File: config.mk
export PLATFORM = sky130hd
export DESIGN_NAME = cdc_hs_tx
export DESIGN_NICKNAME = d
export VERILOG_FILES = /design/src/rtl/cdc_hs_tx_pkg.sv /design/src/rtl/cdc_hs_tx_sync.sv /design/src/rtl/cdc_hs_tx.sv
export SDC_FILE = /design/constraint.sdc
export NUM_CORES = 1
export LEC_CHECK = 0
export CORE_ASPECT_RATIO = 1.1
export CORE_MARGIN = 2
export CORE_UTILIZATION = 55
export CTS_BUF_LIST = sky130_fd_sc_hd__clkbuf_4 sky130_fd_sc_hd__clkbuf_8
export CTS_CLUSTER_SIZE = 20
export DETAILED_ROUTE_END_ITERATION = 10
export GPL_TIMING_DRIVEN = 1
export PLACE_DENSITY_LB_ADDON = 0.08
export SYNTH_ARGS = -nofsm -noshare
export SYNTH_HDL_FRONTEND = slang
export SYNTH_SLANG_ARGS = --single-unit
export TNS_END_PERCENT = 1
File: constraint.sdc
create_clock -name i_OClk -period 3.4 [get_ports i_OClk]
set_input_delay 0.51 -clock i_OClk [delete_from_list [all_inputs] [get_ports i_OClk]]
set_output_delay 0.51 -clock i_OClk [all_outputs]
set_load 0.01 [all_outputs]
File: src/rtl/cdc_hs_tx_pkg.sv
// Shared types and helpers for the O-domain toggle req/ack transmitter.
package cdc_hs_tx_pkg;

   typedef enum logic [1:0] {
      ST_SYNC = 2'd0,
      ST_IDLE = 2'd1,
      ST_WAIT = 2'd2
   } hsState_t;

   localparam int MIN_SYNC_STAGES = 2;

   // Bits needed to hold values 0..maxVal, never less than one.
   function automatic int bitsFor(input int maxVal);
      return (maxVal < 2) ? 1 : $clog2(maxVal + 1);
   endfunction

endpackage

File: src/rtl/cdc_hs_tx_sync.sv
// N-flop synchroniser for a single asynchronous bit; clears to 0 on reset.
module cdc_sync_n #(
   parameter int N = 2
) (
   input  logic i_Clk,
   input  logic i_aReset_N,
   input  logic i_aD,
   output logic o_Q
);

   logic [N-1:0] syncFf;

   always_ff @(posedge i_Clk or negedge i_aReset_N) begin
      if (!i_aReset_N) syncFf <= '0;
      else             syncFf <= {syncFf[N-2:0], i_aD};
   end

   assign o_Q = syncFf[N-1];

endmodule

File: src/rtl/cdc_hs_tx.sv
// Transmit end of a 2-phase toggle req/ack crossing out of the O domain:
// one word per handshake, held on o_xData until the far end echoes the toggle.
module cdc_hs_tx
   import cdc_hs_tx_pkg::*;
#(
   parameter int DATA_WIDTH     = 8,
   parameter int SYNC_STAGES    = 2,
   parameter int TIMEOUT_CYCLES = 1024,
   parameter int CNT_WIDTH      = 16
) (
   input  logic                  i_OClk,
   input  logic                  i_aOReset_N,
   input  logic [DATA_WIDTH-1:0] i_oData,
   input  logic                  i_oValid,
   output logic                  o_oReady,
   output logic [DATA_WIDTH-1:0] o_xData,
   output logic                  o_xReq,
   input  logic                  i_aAck,
   output logic                  o_oBusy,
   output logic                  o_oTimeout,
   input  logic                  i_oClrTimeout,
   output logic [CNT_WIDTH-1:0]  o_oTxCount
);

   localparam int FW = bitsFor(SYNC_STAGES);
   localparam int TW = bitsFor(TIMEOUT_CYCLES);

   if (SYNC_STAGES < MIN_SYNC_STAGES) begin : gBadSync
      $error("cdc_hs_tx: SYNC_STAGES must be at least 2");
   end

   hsState_t      state, stateNxt;
   logic          ackS, ackMatch, flushed;
   logic [FW-1:0] flushCnt;
   logic [TW-1:0] toCnt;
   logic          toHit;
   logic          readyNxt, busyNxt, reqNxt, load, done;

   cdc_sync_n #(.N(SYNC_STAGES)) uAckSync (
      .i_Clk      (i_OClk),
      .i_aReset_N (i_aOReset_N),
      .i_aD       (i_aAck),
      .o_Q        (ackS)
   );

   assign ackMatch = (ackS == o_xReq);
   // The synchroniser resets to 0 whatever the far end holds, so its output is
   // only trusted once the reset zeros have been flushed through.
   assign flushed  = (flushCnt == FW'(SYNC_STAGES));

   always_comb begin
      stateNxt = state;
      readyNxt = o_oReady;
      busyNxt  = o_oBusy;
      reqNxt   = o_xReq;
      load     = 1'b0;
      done     = 1'b0;
      case (state)
         ST_SYNC: begin
            readyNxt = 1'b0;
            if (flushed && ackMatch) begin
               stateNxt = ST_IDLE;
               readyNxt = 1'b1;
            end
         end
         ST_IDLE: begin
            if (!ackMatch) begin
               stateNxt = ST_SYNC;
               readyNxt = 1'b0;
            end else if (i_oValid) begin
               load     = 1'b1;
               reqNxt   = ~o_xReq;
               readyNxt = 1'b0;
               busyNxt  = 1'b1;
               stateNxt = ST_WAIT;
            end
         end
         ST_WAIT: begin
            if (ackMatch) begin
               done     = 1'b1;
               busyNxt  = 1'b0;
               readyNxt = 1'b1;
               stateNxt = ST_IDLE;
            end
         end
         default: begin
            stateNxt = ST_SYNC;
            readyNxt = 1'b0;
            busyNxt  = 1'b0;
         end
      endcase
   end

   always_ff @(posedge i_OClk or negedge i_aOReset_N) begin
      if (!i_aOReset_N) begin
         state      <= ST_SYNC;
         o_oReady   <= 1'b0;
         o_oBusy    <= 1'b0;
         o_xReq     <= 1'b0;
         o_xData    <= '0;
         o_oTxCount <= '0;
         flushCnt   <= '0;
      end else begin
         state    <= stateNxt;
         o_oReady <= readyNxt;
         o_oBusy  <= busyNxt;
         o_xReq   <= reqNxt;
         if (load) o_xData <= i_oData;
         if (done) o_oTxCount <= o_oTxCount + CNT_WIDTH'(1);
         if (!flushed) flushCnt <= flushCnt + FW'(1);
      end
   end

   // Timeout only flags; aborting WAIT would desynchronise the toggle parity.
   assign toHit = (TIMEOUT_CYCLES != 0) && (state == ST_WAIT) && !ackMatch &&
                  (toCnt == TW'(TIMEOUT_CYCLES - 1));

   always_ff @(posedge i_OClk or negedge i_aOReset_N) begin
      if (!i_aOReset_N) begin
         toCnt      <= '0;
         o_oTimeout <= 1'b0;
      end else begin
         if (state != ST_WAIT || ackMatch)     toCnt <= '0;
         else if (toCnt != TW'(TIMEOUT_CYCLES)) toCnt <= toCnt + TW'(1);
         if (toHit)              o_oTimeout <= 1'b1;
         else if (i_oClrTimeout) o_oTimeout <= 1'b0;
      end
   end

endmodule

==> key figures, run 1 <==
Status
  – Outcome: finished, final reports clean

Floorplan
  – Chip Width: 61.54 um
  – Row Count: 23
  – Core Region: 3568 um^2
  – Vert. Die Dim: 67.30 um
  – DIE AREA: 4141 um^2
  – Starting Density: 0.5614
  – Number of top-level pins: 41

Synthesis
  – Count of unique library cells instantiated by Yosys: 33
  – Post-Syn Area: 2003 um^2
  – Post-synth top area cell: dfrtp_1
  – Synth Net Count: 187
  – Register area share after synthesis: 0.5621
  – Synth Warn #: 0
  – Synth Register Bits: 45
  – Share of the synthesized area in the top cell type: 0.5621
  – Most area-consuming cells after synthesis: dfrtp_1 56%, xnor2_1 7.4%, mux2_2 5.1%
  – Mapped Cells: 170
  – Mean post-synth cell area: 11.78 um^2

Timing
  – Final Critical Period: 1.906 ns
  – Final Slew Violations: 0
  – Worst slew margin: 0.3570
  – Fin crit share: 0.5607
  – Fmax: 524.6 MHz
  – Unrepaired setup endpoints after global routing: false
  – Min Hold Slack: 0.3561 ns
  – Final setup fails: 0
  – Final hold vios: 0
  – Worst slew pin tran: 0.9644 ns
  – TNS Setup: 0 ns
  – Clock skew: 0.006907 ns

Setup path
  – Critical Path Fanout Max: 10
  – Crit path arrival time: 2.08 ns
  – Worst EP required: 3.57 ns
  – Worst Setup Path Type: register to register
  – R2R Setup Slk: 1.49 ns
  – Nature of the critical path endpoint: register
  – CP Launch Type: register

Global route
  – Initial antenna violation count: 0
  – Gr usage total: 0.2026
  – Total grt overflow: 0
  – Vias in the first global route: 1,350
  – First-pass GRT wire length: 6120 um
  – Largest net degree at the start of global routing: 46

CTS
  – Clock Path Buffers: 2
  – # hold bufs at CTS: 0
  – Clk sinks: 45
  – Clk slew on worst S/H paths: 0.08 ns
  – Post-CTS sizing: 0
  – Clk_lat worst skew: 0.29 ns
  – Num CTS Buffers: 5
  – CTS tree: yes
  – CTS H-tree lvls: 2
  – Root Driver: clkbuf_8
  – Post-CTS Setup Bufs: 0

Pwr
  – PwrDens: 613.1 nW/um^2
  – Pleak: 1.076 nW
  – Peak supply drop: 525.6 uV
  – Total power: 1.545 mW

Placed design
  – DPL Wire Length: 2604 um
  – IO buf count: 40
  – Final GP Congestion: 0.8286

Cells and area
  – Fillers: 275
  – Proportion of layout cells with a drive suffix above 1: 0.1075
  – Commonest non-fill, non-tap cell in the layout: dfrtp_1
  – Most frequent cells in the layout: 45 x dfrtp_1, 39 x clkdlybuf4s50_1, 17 x xnor2_1
  – Final net count: 230
  – N_diodes: 0
  – Area delta synth->final: 25.80%

Hold path
  – Hold/Removal Path Class: primary input to asynchronous set/reset pin

Routing
  – Initial DRC count: 67
  – Via Count: 1,384
  – Iteration count of the initial detailed-routing pass: 4
  – ANT nets after route: 0
  – Via density: 5.242
  – Drt wl/cell: 13.65 um
  – Post-route DRC: 0
  – DRT Wirelength: 3604 um

Run
  – # Max-Cap Violations: 0
-- per-stage QoR --
stage               utilization  worst slack [ns]  std cells  instance area (um^2)
finish                   0.7062             1.494        264                  2520
global route             0.7062             1.290        264                  2520
CTS                      0.7062             1.465        264                  2520
detailed placement       0.6820             1.270        256                  2434
global placement         0.6820             1.342        256                  2434
floorplan                     -             1.904        170                  2003
-- registers in the layout, summed over array words and instances (netlist names) --
| signal | count |
|---|---|
| o_xData | 8 |
| o_oBusy | 1 |
| flushCnt | 2 |
| o_oTimeout | 1 |
| o_oReady | 1 |
| o_oTxCount | 16 |
| o_xReq | 1 |
| uAckSync.syncFf | 2 |
| toCnt | 11 |
| state | 2 |
-- worst paths after layout --
| path | start | depth (start not counted) | to |
|---|---|---|---|
| max | o_xReq | 3 | o_xData[7] |
| min | i_aOReset_N | 1 | flushCnt[0] |
| max reg2reg | o_xReq | 3 | o_xData[7] |
| min reg2reg | uAckSync.syncFf[0] | 0 | uAckSync.syncFf[1] |
| max in group asynchronous | i_aOReset_N | 1 | o_xData[2] |
| min in group i_OClk | uAckSync.syncFf[0] | 0 | uAckSync.syncFf[1] |
-- power by group --
| part | total [mW] | internal, mW | switching [mW] |
|---|---|---|---|
| logic | 0.479 | 0.285 | 0.193 |
| clock network | 0.318 | 0.150 | 0.168 |
| registers | 0.748 | 0.639 | 0.108 |
| total | 1.54 | 1.08 | 0.470 |
-- critical path, stage by stage, from the launching register on --
cell and delay, ns:
dfrtp_1 0.47, xnor2_2 0.35, nand4b_1 0.51, mux2_2 0.46
-- synth_stat cells --
library cell   n
nand4b_1       2
a22o_1         1
nand2b_1       1
xnor2_1       17
a31oi_1        1
buf_2          1
xor2_2         1
inv_1          6
nor3_1         3
o32ai_1        1
nor2_1        15
a21oi_1        2
or3_4          1
nor4_1         2
o311a_1        1
mux2i_1        1
nand2_1       14
dfrtp_1       45
nand4_1        7
ha_1           4
and4_1         1
mux2_2         9
nor2b_1        1
a41o_1         1
nand3_1        7
xor2_1         9
o21ai_0        3
nor4_2         2
nand3b_1       2
buf_4          3
xnor2_2        1
and3_1         3
and2_1         2
-- final cells by class --
class,instances,area [um^2],area share
clock inverters,2,10.01,0.003972
inverters,6,22.52,0.008937
clock buffers,6,76.32,0.03029
repair buffers,40,395.4,0.1569
well taps,50,62.56,0.02483
multi-input cells,115,827.0,0.3282
flip-flops and latches,45,1126,0.4469
-- metal layers --
layer | routed length, um | global-route usage | up-vias
li1 | - | - | 670
met1 | 1442 | 0.2541 | 678
met2 | 2003 | 0.3342 | 32
met3 | 120 | 0.04023 | 4
met4 | 38 | 0.09043 | 0
met5 | 0 | 0 | -
-- logic make-up after synthesis --
| group | share of synthesized area |
|---|---|
| AND/OR/NAND/NOR | 0.1680 |
| flip-flops | 0.5621 |
| XOR/XNOR | 0.1299 |
| AO/OA/AOI/OAI | 0.03436 |
| buffers and inverters | 0.02498 |
| multiplexers | 0.05559 |
| adder cells (fa/ha/maj) | 0.02499 |
(Power assumes the default switching activity.)
==> run 2: changes to the inputs <==
--- a/config.mk
+++ b/config.mk
@@ -7,7 +7,7 @@
 export LEC_CHECK = 0
 export CORE_ASPECT_RATIO = 1.1
 export CORE_MARGIN = 2
-export CORE_UTILIZATION = 55
+export CORE_UTILIZATION = 53
 export CTS_BUF_LIST = sky130_fd_sc_hd__clkbuf_4 sky130_fd_sc_hd__clkbuf_8
 export CTS_CLUSTER_SIZE = 20
 export DETAILED_ROUTE_END_ITERATION = 10
==> constraint.sdc (replaced) <==
create_clock -name i_OClk -period 2 [get_ports i_OClk]
set_input_delay 0.3 -clock i_OClk [delete_from_list [all_inputs] [get_ports i_OClk]]
set_output_delay 0.3 -clock i_OClk [all_outputs]
set_load 0.01 [all_outputs]
==> run 2 against run 1 <==
Global-route usage shrank 2.8 points. Clock power grew 120%. Die area grew 3.5%. Setup slack lost 1.2 ns. Cell area grew 2.0%. First-iteration DRC count shrank 12%. Hold slack lost 0.28 ns. Wire length shrank 2.8%. Register-to-register slack lost 1.1 ns. Clock skew shrank 0.0017 ns. Combinational power grew 70%. Critical path type is now register to primary output. Largest cell class unchanged. Highest routed layer unchanged.
==> key figures, run 2 (synthesis gave the netlist of run 1 again) <==
Setup path
  – Crit path arrival time: 1.39 ns (was 2.08 ns)
  – Buf/Inv on CP: 1 (was 0)
  – Critical Path Fanout Max: 4 (was 10)
  – Critical path cell sequence: clkdlybuf4s50_1 (was xnor2_2 -> nand4b_1 -> mux2_2)
  – Crit-path max cell delay: 0.59 ns (was 0.51 ns)
  – Slowest-stage cell, CP: clkdlybuf4s50_1 (was nand4b_1)
  – R2R Setup Slk: 0.36 ns (was 1.49 ns)
  – Nature of the critical path endpoint: primary output (was register)
  – Worst Setup Path Type: register to primary output (was register to register)
  – Worst EP required: 1.70 ns (was 3.57 ns)
  – CP delay by family, top: buffers and inverters (was simple AND/OR/NAND/NOR gates)
  – CP Launch Type: register (unchanged)

Placed design
  – DPL Wire Length: 2566 um (was 2604 um)
  – Final GP Congestion: 0.7996 (was 0.8286)
  – IO buf count: 40 (unchanged)

Cells and area
  – N_diodes: 0 (unchanged)
  – Commonest non-fill, non-tap cell in the layout: dfrtp_1 (unchanged)
  – Regs by FF count: o_oTxCount x16, toCnt x11, o_xData x8 (unchanged)
  – Area delta synth->final: 28.36% (was 25.80%)
  – Largest register FFs: 16 (unchanged)
  – Reg with most FFs: o_oTxCount (unchanged)
  – Most frequent cells in the layout: 45 x dfrtp_1, 39 x clkdlybuf4s50_1, 17 x xnor2_1 (unchanged)
  – Proportion of layout cells with a drive suffix above 1: 0.1198 (was 0.1075)
  – Final net count: 233 (was 230)
  – Fillers: 298 (was 275)

Pwr
  – P_sw: 0.8105 mW (was 0.4696 mW)
  – Comb power frac: 0.294 (was 0.310)
  – Seq pwr share: 0.458 (was 0.484)
  – PwrDens: 1081 nW/um^2 (was 613.1 nW/um^2)
  – Total power: 2.779 mW (was 1.545 mW)
  – Sw Share: 0.2916 (was 0.3040)
  – Power Internal: 1.969 mW (was 1.075 mW)
  – Peak supply drop: 661.8 uV (was 525.6 uV)
  – Clk pwr share: 0.248 (was 0.206)
  – Pleak: 1.100 nW (was 1.076 nW)

Routing
  – ANT nets after route: 0 (unchanged)
  – Post-route DRC: 0 (unchanged)
  – Via Count: 1,422 (was 1,384)
  – Iteration count of the initial detailed-routing pass: 4 (unchanged)
  – DRT Wirelength: 3504 um (was 3604 um)
  – Drt wl/cell: 13.12 um (was 13.65 um)
  – Via density: 5.326 (was 5.242)
  – Initial DRC count: 59 (was 67)

Timing
  – Final setup fails: 0 (unchanged)
  – Clock skew: 0.005257 ns (was 0.006907 ns)
  – Unrepaired setup endpoints after global routing: false (unchanged)
  – Final Slew Violations: 0 (unchanged)
  – Fin crit share: 0.8457
  – Final Critical Period: 1.691 ns
  – Fmax: 591.2 MHz
  – Worst slew margin: 0.4752 (was 0.3570)
  – TNS Setup: 0 ns (unchanged)
  – Worst slew pin tran: 0.7873 ns (was 0.9644 ns)
  – Final hold vios: 0 (unchanged)

Floorplan
  – Starting Density: 0.5524 (was 0.5614)
  – Vert. Die Dim: 68.48 um (was 67.30 um)
  – Number of top-level pins: 41 (unchanged)
  – DIE AREA: 4288 um^2 (was 4141 um^2)
  – Core Region: 3626 um^2 (was 3568 um^2)
  – Chip Width: 62.62 um (was 61.54 um)
  – Row Count: 23 (unchanged)

Run
  – # Max-Cap Violations: 0 (unchanged)

Global route
  – Vias in the first global route: 1,274 (was 1,350)
  – First-pass GRT wire length: 5671 um (was 6120 um)
  – Largest net degree at the start of global routing: 38 (was 46)
  – Gr usage total: 0.1751 (was 0.2026)
  – Total grt overflow: 0 (unchanged)
  – Initial antenna violation count: 0 (unchanged)

Status
  – Outcome: finished, final reports clean (unchanged)

CTS
  – Clk sinks: 45 (unchanged)
  – Root Driver: clkbuf_8 (unchanged)
  – Post-CTS Setup Bufs: 0 (unchanged)
  – # hold bufs at CTS: 0 (unchanged)
  – CTS tree: yes (unchanged)
  – Clk_lat worst skew: 0.29 ns (about the same)
  – Clk slew on worst S/H paths: 0.08 ns (about the same)
  – Post-CTS sizing: 0 (unchanged)
  – Clock Path Buffers: 2 (unchanged)
  – CTS H-tree lvls: 2 (unchanged)
  – Num CTS Buffers: 5 (unchanged)

Hold path
  – Hold/Removal Path Class: primary input to asynchronous set/reset pin (unchanged)
==> run 2: cell count changes in the layout (fill, tap and decap cells not counted) <==
cell / delta
buf_4: +3
clkinv_2: -2
bufinv_16: +1
clkinv_4: +1
==> run 2: per-layer routing <==
metal  track usage  up-vias  wire (um)
met5             0        -          0
met4       0.08333        0         63
met3       0.04605        5        181
met2        0.3172       35       1808
met1        0.1964      710       1450
li1              -      672          -
==> run 2: power by group through the flow <==
stage	Combinational (mW)	Sequential (mW)	Clock, mW
after detailed placement	0.827	1.30	0
after floorplan	0.402	1.31	0
final	0.816	1.27	0.690
after CTS	0.831	1.28	0.703
after global routing	0.887	1.30	0.746
after global placement	0.808	1.28	0
==> run 2: path summary, 6_finish.rpt <==
path / endpoint / from / cells after the start
worst max register to register: o_oTxCount[11] / o_xReq / 4
worst min-delay path: o_oTxCount[3] / i_aOReset_N / 1
worst max-delay path: o_xReq / o_xReq / 1
min in group i_OClk: uAckSync.syncFf[1] / uAckSync.syncFf[0] / 0
worst min register to register: uAckSync.syncFf[1] / uAckSync.syncFf[0] / 0
max in group asynchronous: o_xData[5] / i_aOReset_N / 2
==> run 2: final cells by class <==
type                       instances  area (um^2)  share of cell area
sequential                        45         1126              0.4380
multi-input combinational        115        827.0              0.3217
timing repair buffer              43        417.9              0.1625
clock buffer                       6        76.32             0.02968
tap                               50        62.56             0.02433
clock inverter                     2        38.79             0.01509
inverter                           6        22.52            0.008759
==> run 2: per-stage QoR <==
stage,setup WS (ns),area (um^2),hold WS [ns],std cells,util
floorplan,0.5036,2003,0.004409,170,-
global placement,0.3694,2456,0.3321,259,0.6774
detailed placement,0.3599,2456,0.3371,259,0.6774
CTS,0.2815,2571,0.1093,267,0.7091
global route,0.2328,2571,0.1387,267,0.7091
finish,0.3086,2571,0.08098,267,0.7091
